===== src/rtl/subtree_pkg.sv =====
// Shared types for the subtree done collector: FSM states, report status codes
// and default sizing.
package subtree_pkg;

    typedef enum logic [1:0] {
        IDLE    = 2'b00,
        COLLECT = 2'b01,
        REPORT  = 2'b10
    } state_e;

    typedef enum logic [1:0] {
        ST_OK      = 2'b00,
        ST_ERR     = 2'b01,
        ST_TIMEOUT = 2'b10
    } status_e;

    localparam int DEFAULT_FANOUT  = 10;
    localparam int DEFAULT_TIMEOUT = 1024;

endpackage


===== src/rtl/subtree_done_collector_if.sv =====
// Parent/child-facing signal bundle of one collector node. The slave modport is
// the collector itself; the master modport is whoever drives start and children.
interface subtree_done_collector_if
    import subtree_pkg::*;
#(
    parameter int FANOUT = DEFAULT_FANOUT
);
    localparam int CNT_W = $clog2(FANOUT + 1);

    logic              start_i;
    logic [FANOUT-1:0] child_done_i;
    logic [FANOUT-1:0] child_err_i;
    logic              up_valid_o;
    logic              up_ready_i;
    status_e           up_status_o;
    logic [FANOUT-1:0] up_missing_o;
    logic [CNT_W-1:0]  done_cnt_o;
    logic              busy_o;

    modport slave (
        input  start_i,
        input  child_done_i,
        input  child_err_i,
        input  up_ready_i,
        output up_valid_o,
        output up_status_o,
        output up_missing_o,
        output done_cnt_o,
        output busy_o
    );

    modport master (
        output start_i,
        output child_done_i,
        output child_err_i,
        output up_ready_i,
        input  up_valid_o,
        input  up_status_o,
        input  up_missing_o,
        input  done_cnt_o,
        input  busy_o
    );

endinterface


===== src/rtl/subtree_popcount.sv =====
// Combinational population count of a W-bit vector; result is W+1 states wide.
module subtree_popcount #(
    parameter int W = 10
) (
    input  logic [W-1:0]               bits,
    output logic [$clog2(W + 1)-1:0]   count
);
    localparam int CW = $clog2(W + 1);

    always_comb begin
        // NOTE: count gets a value before the loop, so every path assigns it and no latch is inferred.
        count = '0;
        for (int i = 0; i < W; i++) begin
            count = count + CW'(bits[i]);
        end
    end

endmodule


===== src/rtl/subtree_done_collector.sv =====
// Collects sticky per-child done/error for one round started by the parent and
// reports a single OK/ERR/TIMEOUT status upward over valid/ready.
module subtree_done_collector
    import subtree_pkg::*;
#(
    parameter int FANOUT  = DEFAULT_FANOUT,
    parameter int TIMEOUT = DEFAULT_TIMEOUT
) (
    input  logic                     clk,
    input  logic                     rst,
    subtree_done_collector_if.slave  bus
);
    localparam int CNT_W = $clog2(FANOUT + 1);
    localparam int TMR_W = (TIMEOUT < 1) ? 1 : $clog2(TIMEOUT + 1);
    localparam logic [TMR_W-1:0] TMR_LAST = TMR_W'(TIMEOUT - 1);

    state_e            state;
    logic [FANOUT-1:0] mask;
    logic              err_flag;
    logic [TMR_W-1:0]  timer;

    logic [FANOUT-1:0] next_mask;
    logic              next_err;
    logic              all_done;
    logic              timer_expired;
    logic [CNT_W-1:0]  next_cnt;

    // Completion and error look at this cycle's inputs, so the last done reports next cycle.
    always_comb begin
        next_mask     = mask | bus.child_done_i;
        next_err      = err_flag | (|(bus.child_done_i & bus.child_err_i));
        all_done      = &next_mask;
        timer_expired = (TIMEOUT != 0) && (timer == TMR_LAST);
    end

    subtree_popcount #(.W(FANOUT)) u_popcount (
        .bits  (next_mask),
        .count (next_cnt)
    );

    // NOTE: sequential state uses non-blocking assignments so every register samples pre-edge values.
    always_ff @(posedge clk or posedge rst) begin
        if (rst) begin
            state            <= IDLE;
            mask             <= '0;
            err_flag         <= 1'b0;
            timer            <= '0;
            bus.up_valid_o   <= 1'b0;
            bus.up_status_o  <= ST_OK;
            bus.up_missing_o <= '0;
            bus.done_cnt_o   <= '0;
            bus.busy_o       <= 1'b0;
        end else begin
            case (state)
                IDLE: begin
                    if (bus.start_i) begin
                        state          <= COLLECT;
                        mask           <= '0;
                        err_flag       <= 1'b0;
                        timer          <= '0;
                        bus.done_cnt_o <= '0;
                        bus.busy_o     <= 1'b1;
                    end
                end

                COLLECT: begin
                    mask           <= next_mask;
                    err_flag       <= next_err;
                    timer          <= timer + TMR_W'(1);
                    bus.done_cnt_o <= next_cnt;
                    // Completion is tested first so a coincident timer expiry loses.
                    if (all_done) begin
                        state            <= REPORT;
                        bus.up_valid_o   <= 1'b1;
                        bus.up_status_o  <= next_err ? ST_ERR : ST_OK;
                        bus.up_missing_o <= '0;
                    end else if (timer_expired) begin
                        state            <= REPORT;
                        bus.up_valid_o   <= 1'b1;
                        bus.up_status_o  <= ST_TIMEOUT;
                        bus.up_missing_o <= ~next_mask;
                    end
                end

                REPORT: begin
                    if (bus.up_valid_o && bus.up_ready_i) begin
                        state            <= IDLE;
                        bus.up_valid_o   <= 1'b0;
                        bus.up_status_o  <= ST_OK;
                        bus.up_missing_o <= '0;
                        bus.done_cnt_o   <= '0;
                        bus.busy_o       <= 1'b0;
                    end
                end

                default: begin
                    state <= IDLE;
                end
            endcase
        end
    end

endmodule

===== src/flat_wrapper.sv =====
// flat-port wrapper written by rule: the top's interface ports become plain ports
module subtree_done_collector_flat import subtree_pkg::*;
#(
    parameter int FANOUT  = DEFAULT_FANOUT,
    parameter int TIMEOUT = DEFAULT_TIMEOUT
)
  (clk, rst, bus_start_i, bus_child_done_i, bus_child_err_i, bus_up_ready_i, bus_up_valid_o, bus_up_status_o, bus_up_missing_o, bus_done_cnt_o, bus_busy_o);
  subtree_done_collector_if #(.FANOUT(FANOUT)) bus_i ();
  input  logic clk;
  input  logic rst;
  input wire logic [$bits(bus_i.start_i)-1:0] bus_start_i;
  input wire logic [$bits(bus_i.child_done_i)-1:0] bus_child_done_i;
  input wire logic [$bits(bus_i.child_err_i)-1:0] bus_child_err_i;
  input wire logic [$bits(bus_i.up_ready_i)-1:0] bus_up_ready_i;
  output wire logic [$bits(bus_i.up_valid_o)-1:0] bus_up_valid_o;
  output wire logic [$bits(bus_i.up_status_o)-1:0] bus_up_status_o;
  output wire logic [$bits(bus_i.up_missing_o)-1:0] bus_up_missing_o;
  output wire logic [$bits(bus_i.done_cnt_o)-1:0] bus_done_cnt_o;
  output wire logic [$bits(bus_i.busy_o)-1:0] bus_busy_o;
  assign bus_i.start_i = bus_start_i;
  assign bus_i.child_done_i = bus_child_done_i;
  assign bus_i.child_err_i = bus_child_err_i;
  assign bus_i.up_ready_i = bus_up_ready_i;
  assign bus_up_valid_o = bus_i.up_valid_o;
  assign bus_up_status_o = bus_i.up_status_o;
  assign bus_up_missing_o = bus_i.up_missing_o;
  assign bus_done_cnt_o = bus_i.done_cnt_o;
  assign bus_busy_o = bus_i.busy_o;
  subtree_done_collector #(.FANOUT(FANOUT), .TIMEOUT(TIMEOUT)) u_core (.clk(clk), .rst(rst), .bus(bus_i));
endmodule

===== config.mk =====
export PLATFORM = sky130hd
export DESIGN_NAME = subtree_done_collector_flat
export DESIGN_NICKNAME = d
export VERILOG_FILES = /design/src/rtl/subtree_pkg.sv /design/src/rtl/subtree_done_collector_if.sv /design/src/rtl/subtree_popcount.sv /design/src/rtl/subtree_done_collector.sv /design/src/flat_wrapper.sv
export SDC_FILE = /design/constraint.sdc
export NUM_CORES = 1
export LEC_CHECK = 0
export BUFFER_PORTS_ARGS = -buffer_cell sky130_fd_sc_hd__buf_4
export CAP_MARGIN = 20
export CORE_ASPECT_RATIO = 0.7
export CORE_UTILIZATION = 49
export DETAILED_ROUTE_END_ITERATION = 8
export PLACE_DENSITY = 0.83
export SYNTH_ARGS = -nofsm -noshare
export SYNTH_HDL_FRONTEND = slang
export SYNTH_SLANG_ARGS = --single-unit

===== constraint.sdc =====
create_clock -name clk -period 2.8 [get_ports clk]
set_input_delay 0.42 -clock clk [delete_from_list [all_inputs] [get_ports clk]]
set_output_delay 0.42 -clock clk [all_outputs]
set_load 0.03 [all_outputs]

# After elaboration in Yosys (flattened, before gate mapping)
# Index checks and enable logic that the tools add are counted.
# totals
regBits	42
out_inout_bits	18
word_cells	69
# classes
n_addsub	10
n_eq_ne	6
n_mux	27
bitwise	4
reduce_logical	13
# op_table
operator	count
$mux 10	4
$pmux 10 s2	2
$add 4x1->4	6
$pmux 11 s2	1
$pmux 4 s3	1
$reduce_and 3->1	4
$add 11x1->11 const B	1
$eq 11x10->1 const B	1
$mux 11	1
$and 10x10->10	1
$mux 2	5
$not 10->10	1
$or 10x10->10	1
$reduce_and 10->1	1
$reduce_or 10->1	1
$mux 4	2
$mux 1	6
$pmux 1 s2	3
$pmux 2 s3	1
$reduce_bool 2->1	3
$add 3x1->4	1
$pmux 2 s2	1
$add 2x1->3	1
$ne 3x1->1 const B	1
10 further kinds	10

# Logic depth before layout (Yosys ltp)
# Gate-level depths: netlist (run 1).
# logic_depth
depth_word	11
depth_mapped	12

# Hierarchy
# A second synthesis (run 1) with hierarchy kept.
# hier_totals
hier_cells	233
area_unflattened_um2	2274.7
# modules_own_cells
mod	instances	cells_per_inst	area_per_inst_um2	seq_area_each_um2
subtree_done_collector	1	205	2048.2	1051.0
subtree_popcount	1	28	226.5	0.0

# Worst setup path before layout (run 1)
# No wires, ideal clock.
# synth_timing
kind	input-to-reg
startpoint	input port bus_child_done_i[3]
endpoint	register u_core.bus.done_cnt_o[2]
setup_time_ns	0.134
arrival_time_ns	2.957
t_required_ns	2.666
slack_ns	-0.291
stages	12
n_path_buf	0
path_cell_list	nor2_1 inv_1 fa_1 fa_1 inv_1 fa_1 inv_1 ha_1 inv_1 fa_1 xnor2_1 o22ai_1
# synth_via
elab_chain_len	9
# synth_rtl
item	line_no	rtl
start: declaration	flat_wrapper.sv:12	input wire logic [$bits(bus_i.child_done_i)-1:0] bus_child_done_i;
$or 10x10->10	subtree_done_collector.sv:30	next_mask = mask | bus.child_done_i;
$add 3x1->4	subtree_popcount.sv:14	count = count + CW'(bits[i]);
$add 4x1->4 (6 in series)	subtree_popcount.sv:14	
$pmux 4 s3	subtree_done_collector.sv:54	case (state)
end signal: assignment	subtree_done_collector.sv:70	bus.done_cnt_o <= next_cnt;
end: declaration	subtree_done_collector_if.sv:28	output done_cnt_o,
# No other way between the ends.
# A chain may end at the register's enable or synchronous reset.

# Final worst setup path (run 1)
# layout_timing
startpoint	register u_core.mask[0]
endpoint	register u_core.bus.done_cnt_o[1]
# layout_via
elab_chain_len	11
# layout_rtl
item	line_no	rtl
start: declaration	subtree_done_collector.sv:18	logic [FANOUT-1:0] mask;
start signal: assignment	subtree_done_collector.sv:67	mask <= next_mask;
$or 10x10->10	subtree_done_collector.sv:30	
$add 1x1->2	subtree_popcount.sv:14	
$add 2x1->3	subtree_popcount.sv:14	
$add 3x1->4	subtree_popcount.sv:14	
$add 4x1->4 (6 in series)	subtree_popcount.sv:14	
$pmux 4 s3	subtree_done_collector.sv:54	
# No other way between the ends.

==> metrics, run 1 <==
status=complete, but fails checks; failing checks=setup timing; Die Area=4480 um^2; relative slew slack=60.4%; Detailed Route Iter0 Violations=146; initial antenna violation count=0; Layout Nets=298; Final HPWL DP=3680 um; Clock transition at path regs=80 ps; Total Wirelength=4920 um; first-pass GRT wire length=7980 um; drt pass-1 iters=5; crit share post-route=111%; CTS tree=done; via count=1,782; layout cells sized above 1=32.5%; remaining global-route overflow=0; GRT Overall Usage=24.3%; commonest non-fill, non-tap cells in the layout=60 x buf_4, 42 x dfrtp_1, 30 x nand2_1; kind of critical path=reg -> reg; I/O pin cnt=42; CP Max Fanout=2; Non-Filler Instances=317; synth-to-layout area growth=30.4%; syn avg cell area=10.1 um^2; Final Util=67.9%; MaxCap Viol Count=0; clock skew=6.82 ps; ys flop type=dfrtp_1; H-tree level count=2; Detail Route Antenna Nets=0; # diodes=0; Syn Nets=238; drt drc=0; PnR Total Power=2.99 mW; final-report setup violation count=3; Worst EP arrival=3270 ps; Placed Area=2550 um^2; synth warn=0; DP Cell Count=305; CTS max path bufs=2; Setup WS post-layout=-310 ps; unrepaired setup endpoints after global routing=yes; Placement Rows=19; WP data required=2960 ps; Leakage=1.32 nW; Pins Over Slew Limit=0; Worst-Margin Slew=594 ps; sequential cell area fraction in the yosys report=50.9%; synth unique cells=38; largest net degree at the start of global routing=43; Crit. End Element=flop; number of global-route vias before repair=1,647; VDD IR max=0.753 mV; Initial Util=52.0%; GPL Wtd Cong=0.827; CTS Buf Count=5; PortBufs=41; Clock Tree Root=clkbuf_8; clk_lat worst skew=300 ps; Worst Hold Class=in -> async; Design Area, Final=2690 um^2; Final Hold Vio Count=0; vias per inst=5.62; most common cell after layout, fill and taps aside=buf_4; Mapped Area=2070 um^2; die span in x=79.6 um; asr flop ratio synth=100%; fmax=0.322 GHz; routed len/inst=15.5 um; Seq cells post-synth=42; Startpoint Class=flop; clk sinks=42; CORE AREA=3970 um^2; Period minus WS final=3110 ps; Power Dens Cells=1110 nW/um^2; die height=56.3 um; Post-synth EDFFs=0; Mapped Cells=204
[final timing paths]
check	startpoint	endpoint	slack [ps]	cells past startpoint
max	u_core.mask[0]	u_core.bus.done_cnt_o[1]	-310	11
min	rst	u_core.bus.up_valid_o	240	3
max reg2reg	u_core.mask[0]	u_core.bus.done_cnt_o[1]	-310	11
min reg2reg	u_core.timer[7]	u_core.timer[7]	480	1
max in group asynchronous	rst	u_core.bus.done_cnt_o[0]	2180	3
min in group clk	bus_start_i	u_core.bus.busy_o	410	3
[routing by layer]
metal | track usage, % | part of all wire, %
met3 | 4.88 | 6.2
met4 | 8.57 | 1.4
met1 | 35.0 | 47
met2 | 36.8 | 45
met5 | 0 | 0
[worst max-delay path, stage by stage, from the launching register on]
cell,delay [ps]
dfrtp_1,410
nor2_4,120
inv_2,50
fa_1,510
fa_1,490
inv_1,50
fa_1,470
inv_1,90
ha_2,180
inv_2,40
fa_2,510
o22ai_1,70
[area by class of cell]
type                    count  area, um^2
clock buffers               7        76.3
clock inverters             1        30.0
fillers                   312        1280
inverters                  15        56.3
multi-input cells         140         965
flip-flops and latches     42        1050
well taps                  52        65.1
repair buffers             60         450
[kinds of logic (layout without fill, tap and decap cells)]
family / count (synthesis) / count (layout) / synth area share [%]
fa+ha+maj: 10 / 10 / 8.24
flops: 42 / 42 / 50.9
mux: 2 / 2 / 0.969
simple gates: 68 / 68 / 15.4
compound gates: 58 / 58 / 19.2
xor+xnor: 2 / 2 / 0.848
buf+inv: 22 / 83 / 4.42
[where the power goes]
part / total (mW) / internal (mW) / switching (mW)
clock network: 0.471 / 0.267 / 0.204
logic: 1.60 / 0.709 / 0.896
registers: 0.911 / 0.782 / 0.129
total: 2.99 / 1.76 / 1.23
[state kept, by name, indices dropped and copies added (netlist names)]
signal / flops
u_core.timer: 11
u_core.bus.up_missing_o: 10
u_core.mask: 10
u_core.bus.done_cnt_o: 4
u_core.bus.up_status_o: 2
u_core.state: 2
u_core.bus.busy_o: 1
u_core.bus.up_valid_o: 1
u_core.err_flag: 1
[stage by stage]
stage                     setup slack (ps)  hold slack, ps  setup TNS, ps
after floorplan                       -135             447           -244
after global placement                -363             468           -712
after detailed placement              -410             475           -885
after CTS                             -267             265           -562
after global routing                  -389             305           -993
final                                 -310             240           -738
[timing repair]
item,CTS,global route
hold buffers,0,0
setup buffers,2,2
gates cloned,0,0
setup endpoints to repair,2,3
gates resized for setup,0,2
pin swaps,1,2
[cell usage after synthesis, drive strengths merged (2+ instances only)]
cell,n,area [um^2]
nand2,30,113
a22oi,3,22.5
clkbuf,5,18.8
fa,6,120
inv,15,56.3
nand4,2,12.5
nor2,16,60.1
a21oi,6,30.0
o21ai,21,105
a21o,3,22.5
nand3,9,57.6
dfrtp,42,1050
ha,4,50.1
o22ai,3,18.8
a22o,10,87.6
mux2i,2,20.0
and3,2,12.5
nor3,2,10.0
buf,2,16.3
a32o,3,33.8
nand2b,3,18.8
(Power assumes the default switching activity.)
==> run 2, diff against run 1 <==
==> constraint.sdc (replaced) <==
create_clock -name clk -period 2.8 [get_ports clk]
set_input_delay 0.28 -clock clk [delete_from_list [all_inputs] [get_ports clk]]
set_output_delay 0.28 -clock clk [all_outputs]
set_load 0.03 [all_outputs]
==> run 2 against run 1 <==
The flow still finishes with violations (setup timing). Via count increased by 0.39%. Hold slack lost 130 ps. Routed wire length hardly changed. Cell count down 0.32%.
==> metrics, run 2 (synthesis results as in run 1) <==
Setup WS post-layout=-251 ps (+59.4 ps); CP Max Fanout=2 (unchanged); Largest Register=u_core.timer; busiest metal layer after global routing=met1; layout cells sized above 1=33.0% (+0.50 points); Worst-Margin Slew=577 ps (-17.0 ps); # diodes=0 (unchanged); RR Endpoint=u_core.bus.done_cnt_o[1]; Placed Area=2520 um^2 (-0.98%); met1 GRT Util=34.9% (-0.15 points); drt pass-1 iters=4 (-1); largest net degree at the start of global routing=43 (unchanged); Layout Nets=298 (unchanged); clock skew=7.17 ps (+0.345 ps); CORE AREA=3970 um^2 (unchanged); clk_lat worst skew=300 ps (about the same); PnR Total Power=3.08 mW (+3.1%); Reg2Reg Setup Slack=-250 ps (+60 ps); met3 usage=5.53% (+0.65 points); CTS max path bufs=2 (unchanged); CTS tree=done; remaining global-route overflow=0 (unchanged); routed len/inst=15.6 um (+0.34%); combinational power share=54.5% (+0.8 points); Initial Util=52.0% (unchanged); VDD IR max=0.922 mV (+22%); Leakage=1.32 nW (+0.39%); Pins Over Slew Limit=0 (unchanged); GPL Wtd Cong=0.804 (-2.7%); sw frac=41.1% (-0.069 points); Design Area, Final=2710 um^2 (+0.42%); Crit. End Element=flop; status=complete, but fails checks; number of flip-flops under the largest register name=11 (unchanged); kind of critical path=reg -> reg; FF-to-FF path depth=11 (unchanged); Detail Route Antenna Nets=0 (unchanged); clk sinks=42 (unchanged); Seq pwr share=29.3% (-1.2 points); Period minus WS final=3050 ps (-59.4 ps); clock share of power=16.2% (+0.4 points); relative slew slack=61.4% (+0.99 points); CTS Buf Count=5 (unchanged); unrepaired setup endpoints after global routing=yes; vias per inst=5.66 (+0.71%); Post-CTS Hold Fix Bufs=0 (unchanged); most common cell after layout, fill and taps aside=buf_4; NetSw=1.26 mW (+2.9%); Worst EP arrival=3220 ps (-50 ps); commonest non-fill, non-tap cells in the layout=59 x buf_4, 42 x dfrtp_1, 30 x nand2_1; internal power=1.81 mW (+3.2%); Multi-input gate area=966 um^2 (+0.13%); H-tree level count=2 (unchanged); Filler cells=308 (-1.3%); Clock transition at path regs=80 ps (about the same); WP data required=2970 ps (about the same); crit share post-route=109% (-2.1 points); die height=56.3 um (unchanged); MaxCap Viol Count=0 (unchanged); GRT Overall Usage=24.0% (-0.29 points); Largest regs=u_core.timer: 11 flops, u_core.bus.up_missing_o: 10 flops, u_core.mask: 10 flops; R2R Path Start=u_core.mask[0]; FF/Latch Area=1050 um^2 (unchanged); synth-to-layout area growth=31.0%; Die Area=4480 um^2 (unchanged); fmax=0.328 GHz (+1.9%); Total Wirelength=4920 um (about the same); PortBufs=41 (unchanged); final-report setup violation count=3 (unchanged); Detailed Route Iter0 Violations=131 (-10%); Final Util=68.1% (+0.28 points); Final HPWL DP=3540 um (-3.7%); drt drc=0 (unchanged); CP Launch Point=u_core.mask[0]; M2 GR Usage=34.6% (-2.2 points); I/O pin cnt=42 (unchanged); Clock Tree Root=clkbuf_8; Worst Hold Class=in -> async; Final Hold Vio Count=0 (unchanged); Worst setup endpoint=u_core.bus.done_cnt_o[1]; Startpoint Class=flop; via count=1,789 (+0.39%); initial antenna violation count=0 (unchanged); first-pass GRT wire length=8020 um (+0.51%); number of global-route vias before repair=1,670 (+1.4%); Placement Rows=19 (unchanged); hold_ws=113 ps (-127 ps); die span in x=79.6 um (unchanged); Power Dens Cells=1140 nW/um^2 (+2.6%); setup_tns=-535 ps (+203 ps); failing checks=setup timing
## run 2: per-stage QoR
stage | instances | setup slack [ps]
finish | 316 | -251
global route | 316 | -366
CTS | 314 | -252
detailed placement | 304 | -269
global placement | 304 | -220
floorplan | 204 | -143
## run 2: worst min path at each step
| stage | end | slack [ps] | cells past startpoint |
|---|---|---|---|
| 3_3_place_gp | u_core.bus.done_cnt_o[3] | 450 | 3 |
| 6_report | u_core.timer[3] | 110 | 3 |
| 4_1_cts | u_core.mask[0] | 130 | 3 |
| 3_5_place_dp | u_core.bus.done_cnt_o[3] | 460 | 3 |
| 2_1_floorplan | u_core.err_flag | 450 | 2 |
| 5_1_grt | u_core.mask[1] | 160 | 3 |
## run 2: layout make-up
class | count | area share (%)
Timing Repair Buffer | 60 | 16.8
Tap cell | 52 | 2.41
Sequential cell | 42 | 38.9
Clock buffer | 6 | 3.05
Multi-Input combinational cell | 140 | 35.7
Inverter | 15 | 2.08
Clock inverter | 1 | 1.11
## run 2: routing by layer
layer	part of all wire, %	up-vias
li1	-	837
met3	7.5	11
met1	46	870
met5	0	-
met4	2.0	0
met2	44	71
## run 2: repair_timing
action                     CTS  global route
pin swaps                    1             1
resized for setup            1             7
buffers inserted             3             2
setup endpoints to repair    2             4
cloned                       0             0
## run 2: power groups by stage
stage | Combinational (mW) | Sequential [mW] | Clock (mW)
after floorplan | 0.904 | 0.976 | 0
after global placement | 1.34 | 0.900 | 0
after detailed placement | 1.40 | 0.908 | 0
after CTS | 1.51 | 0.897 | 0.503
after global routing | 1.86 | 0.921 | 0.524
final | 1.68 | 0.902 | 0.498
## run 2: critical path, cell delays in order, from the launching register on
cell	delay (ps)
dfrtp_1	400
nor2_2	120
inv_2	60
fa_1	480
fa_1	500
inv_2	40
fa_1	470
inv_2	90
ha_4	130
inv_2	30
fa_2	510
o22ai_1	70
